### config.mk
export PLATFORM = sky130hd
export DESIGN_NAME = inst_queue
export DESIGN_NICKNAME = d
export VERILOG_FILES = /design/src/rtl/inst_queue_pkg.sv /design/src/rtl/inst_queue_ram.sv /design/src/rtl/inst_queue.sv
export SDC_FILE = /design/constraint.sdc
export NUM_CORES = 2
export LEC_CHECK = 0
export CAP_MARGIN = 20
export CORE_UTILIZATION = 35
export CTS_CLUSTER_DIAMETER = 30
export DETAILED_ROUTE_END_ITERATION = 10
export HOLD_SLACK_MARGIN = 0.06
export PLACE_DENSITY = 0.55
export SLEW_MARGIN = 20
export SYNTH_ARGS = -nofsm -noshare
export SYNTH_HDL_FRONTEND = slang
export SYNTH_SLANG_ARGS = --single-unit
### constraint.sdc
create_clock -name clk -period 15.85 [get_ports clk]
set_input_delay 3.17 -clock clk [delete_from_list [all_inputs] [get_ports clk]]
set_output_delay 3.17 -clock clk [all_outputs]
set_load 0.02 [all_outputs]
### src/rtl/inst_queue_pkg.sv
`default_nettype none
// +----------------------------------------------------------------------------+
// | inst_queue_pkg : widths, PC step and entry type shared by fetch/ID/EX      |
// | Rev 1.0                                                                    |
// +----------------------------------------------------------------------------+
package inst_queue_pkg;

  localparam int INSTR_W = 32;
  localparam int PC_W    = 32;
  localparam logic [PC_W-1:0] PC_INC = 32'd4;

  typedef struct packed {
    logic [PC_W-1:0]    pc;
    logic [INSTR_W-1:0] instr;
  } iq_entry_t;

  function automatic logic [1:0] iq_min2(input logic [1:0] a, input logic [1:0] b);
    return (a < b) ? a : b;
  endfunction

endpackage
`default_nettype wire

### src/rtl/inst_queue_ram.sv
`default_nettype none
// +----------------------------------------------------------------------------+
// | inst_queue_ram : DEPTH x {pc,instr} array, 2 write / 2 read ports, each    |
// | pair at consecutive addresses. Rev 1.0                                     |
// +----------------------------------------------------------------------------+
module inst_queue_ram
  import inst_queue_pkg::*;
#(
  parameter int DEPTH  = 16,
  parameter int ADDR_W = 4
) (
  input  logic              clk,
  input  logic              we0_i,
  input  logic              we1_i,
  input  logic [ADDR_W-1:0] waddr_i,
  input  iq_entry_t         wdata0_i,
  input  iq_entry_t         wdata1_i,
  input  logic [ADDR_W-1:0] raddr_i,
  output iq_entry_t         rdata0_o,
  output iq_entry_t         rdata1_o
);

  localparam logic [ADDR_W-1:0] ADDR_ONE = {{(ADDR_W-1){1'b0}}, 1'b1};

  iq_entry_t         mem_q [DEPTH];
  logic [ADDR_W-1:0] waddr1;
  logic [ADDR_W-1:0] raddr1;

  assign waddr1 = waddr_i + ADDR_ONE;
  assign raddr1 = raddr_i + ADDR_ONE;

  // Storage is deliberately left unreset; validity is tracked by the pointers.
  always_ff @(posedge clk) begin
    if (we0_i) mem_q[waddr_i] <= wdata0_i;
    if (we1_i) mem_q[waddr1]  <= wdata1_i;
  end

  assign rdata0_o = mem_q[raddr_i];
  assign rdata1_o = mem_q[raddr1];

endmodule
`default_nettype wire

### src/rtl/inst_queue.sv
`default_nettype none
// +----------------------------------------------------------------------------+
// | inst_queue : dual-issue instruction buffer, fetch -> ID. Optional empty-   |
// | queue bypass under INST_QUEUE_BYPASS_EN. Rev 1.0                           |
// +----------------------------------------------------------------------------+
module inst_queue
  import inst_queue_pkg::*;
#(
  parameter int DEPTH  = 16,
  parameter int ADDR_W = 4
) (
  input  logic               clk,
  input  logic               resetn,
  input  logic               flush,
  input  logic               in_valid_first,
  input  logic               in_valid_second,
  input  logic [PC_W-1:0]    in_pc_first,
  input  logic [INSTR_W-1:0] in_instr_first,
  input  logic [INSTR_W-1:0] in_instr_second,
  output logic               in_ready,
  input  logic [1:0]         issue_count,
  output logic               out_first_valid,
  output logic [PC_W-1:0]    out_first_pc,
  output logic [INSTR_W-1:0] out_first_instr,
  output logic               out_second_valid,
  output logic [PC_W-1:0]    out_second_pc,
  output logic [INSTR_W-1:0] out_second_instr,
  output logic [ADDR_W:0]    occupancy
);

  localparam logic [ADDR_W:0] DEPTH_C = (ADDR_W+1)'(DEPTH);
  localparam logic [ADDR_W:0] TWO_C   = (ADDR_W+1)'(2);

  logic [ADDR_W:0] wr_q, wr_d, rd_q, rd_d;
  logic [ADDR_W:0] occ, avail;
  logic [1:0]      n_in, n_out, iss, avail_sat;
  iq_entry_t       in0, in1, rd0, rd1, first_e, second_e;

  assign occ      = wr_q - rd_q;
  assign in_ready = (DEPTH_C - occ) >= TWO_C;

  always_comb begin
    n_in = 2'd0;
    if (in_valid_first && in_ready) n_in = in_valid_second ? 2'd2 : 2'd1;
  end

  assign in0 = '{pc: in_pc_first,          instr: in_instr_first};
  assign in1 = '{pc: in_pc_first + PC_INC, instr: in_instr_second};

`ifdef INST_QUEUE_BYPASS_EN
  logic bypass;
  assign bypass   = (occ == '0) && (n_in != 2'd0);
  assign avail    = bypass ? (ADDR_W+1)'(n_in) : occ;
  assign first_e  = bypass ? in0 : rd0;
  assign second_e = bypass ? in1 : rd1;
`else
  assign avail    = occ;
  assign first_e  = rd0;
  assign second_e = rd1;
`endif

  assign avail_sat = (avail >= TWO_C) ? 2'd2 : avail[1:0];
  assign iss       = (issue_count == 2'd3) ? 2'd2 : issue_count;
  assign n_out     = iq_min2(iss, avail_sat);

  // Flush wins over both the same-cycle enqueue and the retire count.
  always_comb begin
    wr_d = wr_q + (ADDR_W+1)'(n_in);
    rd_d = rd_q + (ADDR_W+1)'(n_out);
    if (flush) begin
      wr_d = '0;
      rd_d = '0;
    end
  end

  always_ff @(posedge clk or negedge resetn) begin
    if (!resetn) begin
      wr_q <= '0;
      rd_q <= '0;
    end else begin
      wr_q <= wr_d;
      rd_q <= rd_d;
    end
  end

  inst_queue_ram #(
    .DEPTH  (DEPTH),
    .ADDR_W (ADDR_W)
  ) u_ram (
    .clk      (clk),
    .we0_i    ((n_in != 2'd0) && !flush),
    .we1_i    ((n_in == 2'd2) && !flush),
    .waddr_i  (wr_q[ADDR_W-1:0]),
    .wdata0_i (in0),
    .wdata1_i (in1),
    .raddr_i  (rd_q[ADDR_W-1:0]),
    .rdata0_o (rd0),
    .rdata1_o (rd1)
  );

  assign out_first_valid  = avail >= (ADDR_W+1)'(1);
  assign out_second_valid = avail >= TWO_C;
  assign out_first_pc     = out_first_valid  ? first_e.pc     : '0;
  assign out_first_instr  = out_first_valid  ? first_e.instr  : '0;
  assign out_second_pc    = out_second_valid ? second_e.pc    : '0;
  assign out_second_instr = out_second_valid ? second_e.instr : '0;
  assign occupancy        = occ;

endmodule
`default_nettype wire
==> metrics.txt <==
fillers=16,600; Cells after Synth=4,255; CTS tree=done; die area=0.187 mm^2; syn_area_per_cell=15.2 um^2; run status=complete, no violations; chip width=432 um; clk_skew=60.5 ps; fmax=0.105 GHz; warnings from Yosys=0; hold endpoint=wr_q[4]$_DFF_PN0_; Port Buffer Count=238; vias in the first global route=43,300; initial antenna violation count=16; htree depth=5; Worst Tran Pin Value=1180 ps; Setup TNS=0 ps; slowest CP cell=buf_4; Hold Crit Class=reg2reg; Post-synth top flop=edfxtp_1; DR pass1 iterations=5; most frequent cells in the layout=edfxtp_1 (1,024), mux4_2 (576), mux2_2 (458); Ports=239; DRT iter0 DRCs=4,487; post-route ant nets=0; area grow syn2layout=20.9%; Residual DRC=0; pin count of the biggest net entering global routing=194; Pwr Density=192 mW/mm^2; hold_ws=584 ps; Min Clock Period, post-route=9510 ps; commonest non-fill, non-tap cell in the layout=edfxtp_1; Rel. slew slack=21.6%; Post-synth EDFFs=1,024; crit end category=output pin; worst path required time=12,680 ps; RSZ-0062 raised after global routing=no; hold buffer count at cts=0; r2r worst-path depth=11; delay of the slowest critical-path stage=800 ps; height of the die=432 um; Tot GR Track Use=24.1%; buffer depth of the longest clock path=4; Final #Nets=4,511; Seq cells post-synth=1,034; Critical Path Fanout Max=58; Routed WL=228,000 um; crit path cell chain=buf_4 -> inv_1 -> fa_1 -> inv_1 -> and3_1 -> mux2i_2 -> or3b_4 -> buf_4 -> nand2_1 -> inv_1 -> clkdlybuf4s50_1; most numerous cell on the critical path=inv_1; CP startpoint kind=flop; dpl hpwl=122,000 um; layout cell share with drive strength beyond 1=38.4%; Core Rows=157; area of the multi-input gates=0.0312 mm^2; max_cap viols=0; Hold Fails Final Rpt=0; Arr. time, crit path=6340 ps; Initial Util=35.3%; Reg-to-Reg End=u_ram.mem_q[11][52]$_DFFE_PP_; WHS Path Cells=2; Min-Delay Startpoint=wr_q[4]$_DFF_PN0_; post-synthesis net count=4,376; final core utilization=42.7%; critical path class=reg2out; Worst-path clk slew=40 ps; CTS Buf Count=304; Async SR Flop Fraction=0.967%; Sequential cell area=0.0310 mm^2; post-cts sizing count=0; routed vias/inst=5.99; fin. max-slew vios=0; VDD IR max=170 uV; final worst-path cycle share=60.0%; sequential share of the synthesized area=47.8%; R2R setup slack=8830 ps; Distinct cells, synth=55; DR WL/cell=32.2 um; via count=42,400; cell area after synthesis=0.0648 mm^2; worst skew pair latency=890 ps; root buffer cell=clkbuf_16; gr ovfl total=0; Post-CTS Setup Repair Bufs=0; Final GP Congestion=0.789; first-pass GRT wire length=323,000 um; Lkg Pwr=25.2 nW; worst r2r src=rd_q[1]$_DFF_PN0_; final setup violation count=0; clock sinks=1,034; Core Region=0.183 mm^2
-- cell families after synthesis --
group                      count (synthesis)  synth area share, %
xor gates and xnor gates                 476                 6.45
buffers and inverters                    549                 4.28
muxes                                   1171                 30.2
AOI/OAI and AO/OA                        141                 1.61
and+or+nand+nor                          866                 9.21
DFF                                     1034                 47.8
adders and majority gates                 18                0.382
-- flip-flops by register name, summed over array words and instances, names as in the netlist --
name	flops
rd_q	5
u_ram.mem_q	1024
wr_q	5
-- critical path: cells and delay by family, from the launching register on --
family                   cells  cell delay (ps)
adder cells (fa/ha/maj)      1              710
multiplexers                 1              370
flip-flops                   1              640
buffers and inverters        6             2850
AND/OR/NAND/NOR              3              830
-- cells in the mapped netlist, types with 81 or more instances --
cell | number | share of area, %
clkbuf_1 | 272 | 1.6
a211oi_1 | 128 | 1.5
edfxtp_1 | 1024 | 47
xor2_1 | 394 | 5.3
nor4_1 | 274 | 2.6
mux2_2 | 458 | 8.0
nor2b_1 | 139 | 1.3
nor4_2 | 107 | 2.1
nand2_1 | 115 | 0.67
buf_2 | 154 | 1.2
mux4_2 | 576 | 20
xnor2_1 | 81 | 1.1
-- worst max path at each step --
| stage | startpoint | endpoint | cells past startpoint |
|---|---|---|---|
| floorplan | in_valid_second | u_ram.mem_q[4][0]$_DFFE_PP_ | 4 |
| global placement | rd_q[1]$_DFF_PN0_ | out_second_pc[30] | 11 |
| detailed placement | rd_q[1]$_DFF_PN0_ | out_second_pc[30] | 11 |
| CTS | rd_q[1]$_DFF_PN0_ | out_second_pc[30] | 11 |
| global route | rd_q[1]$_DFF_PN0_ | in_ready | 11 |
| finish | rd_q[1]$_DFF_PN0_ | in_ready | 11 |
-- per-layer routing --
metal  vias to the layer above  GRT usage [%]  wire length (um)
met5                         -              0                58
met4                        12           8.95              8190
met3                       456           4.25             16000
met2                      1908           40.2            113000
met1                     22500           31.3             91100
li1                      17500              -                 -
-- per-stage QoR --
step	std cells	area [um^2]	power (W)	setup slack [ps]
2_1_floorplan	4255	64800	0.00718	4860
3_3_place_gp	6543	68700	0.00945	7290
3_5_place_dp	6545	68800	0.00946	7240
4_1_cts	7070	78300	0.0152	6290
5_1_grt	7076	78300	0.0155	6140
6_report	7080	78400	0.0150	6340
-- cell type report --
class,instances,area share [%]
diodes,7,0.0224
clock buffers,360,10.1
clock inverters,165,1.97
inverters,13,0.0687
multi-input cells,2672,39.9
flip-flops and latches,1034,39.6
well taps,2464,3.93
repair buffers,365,4.43
-- power breakdown --
group          switching, W  leakage (nW)  internal [W]
combinational       0.00345          11.2       0.00269
clock               0.00173          4.63       0.00394
sequential        0.0000783          9.37       0.00314
total               0.00525          25.2       0.00977
Note: power is estimated with default switching activity, not from simulation.
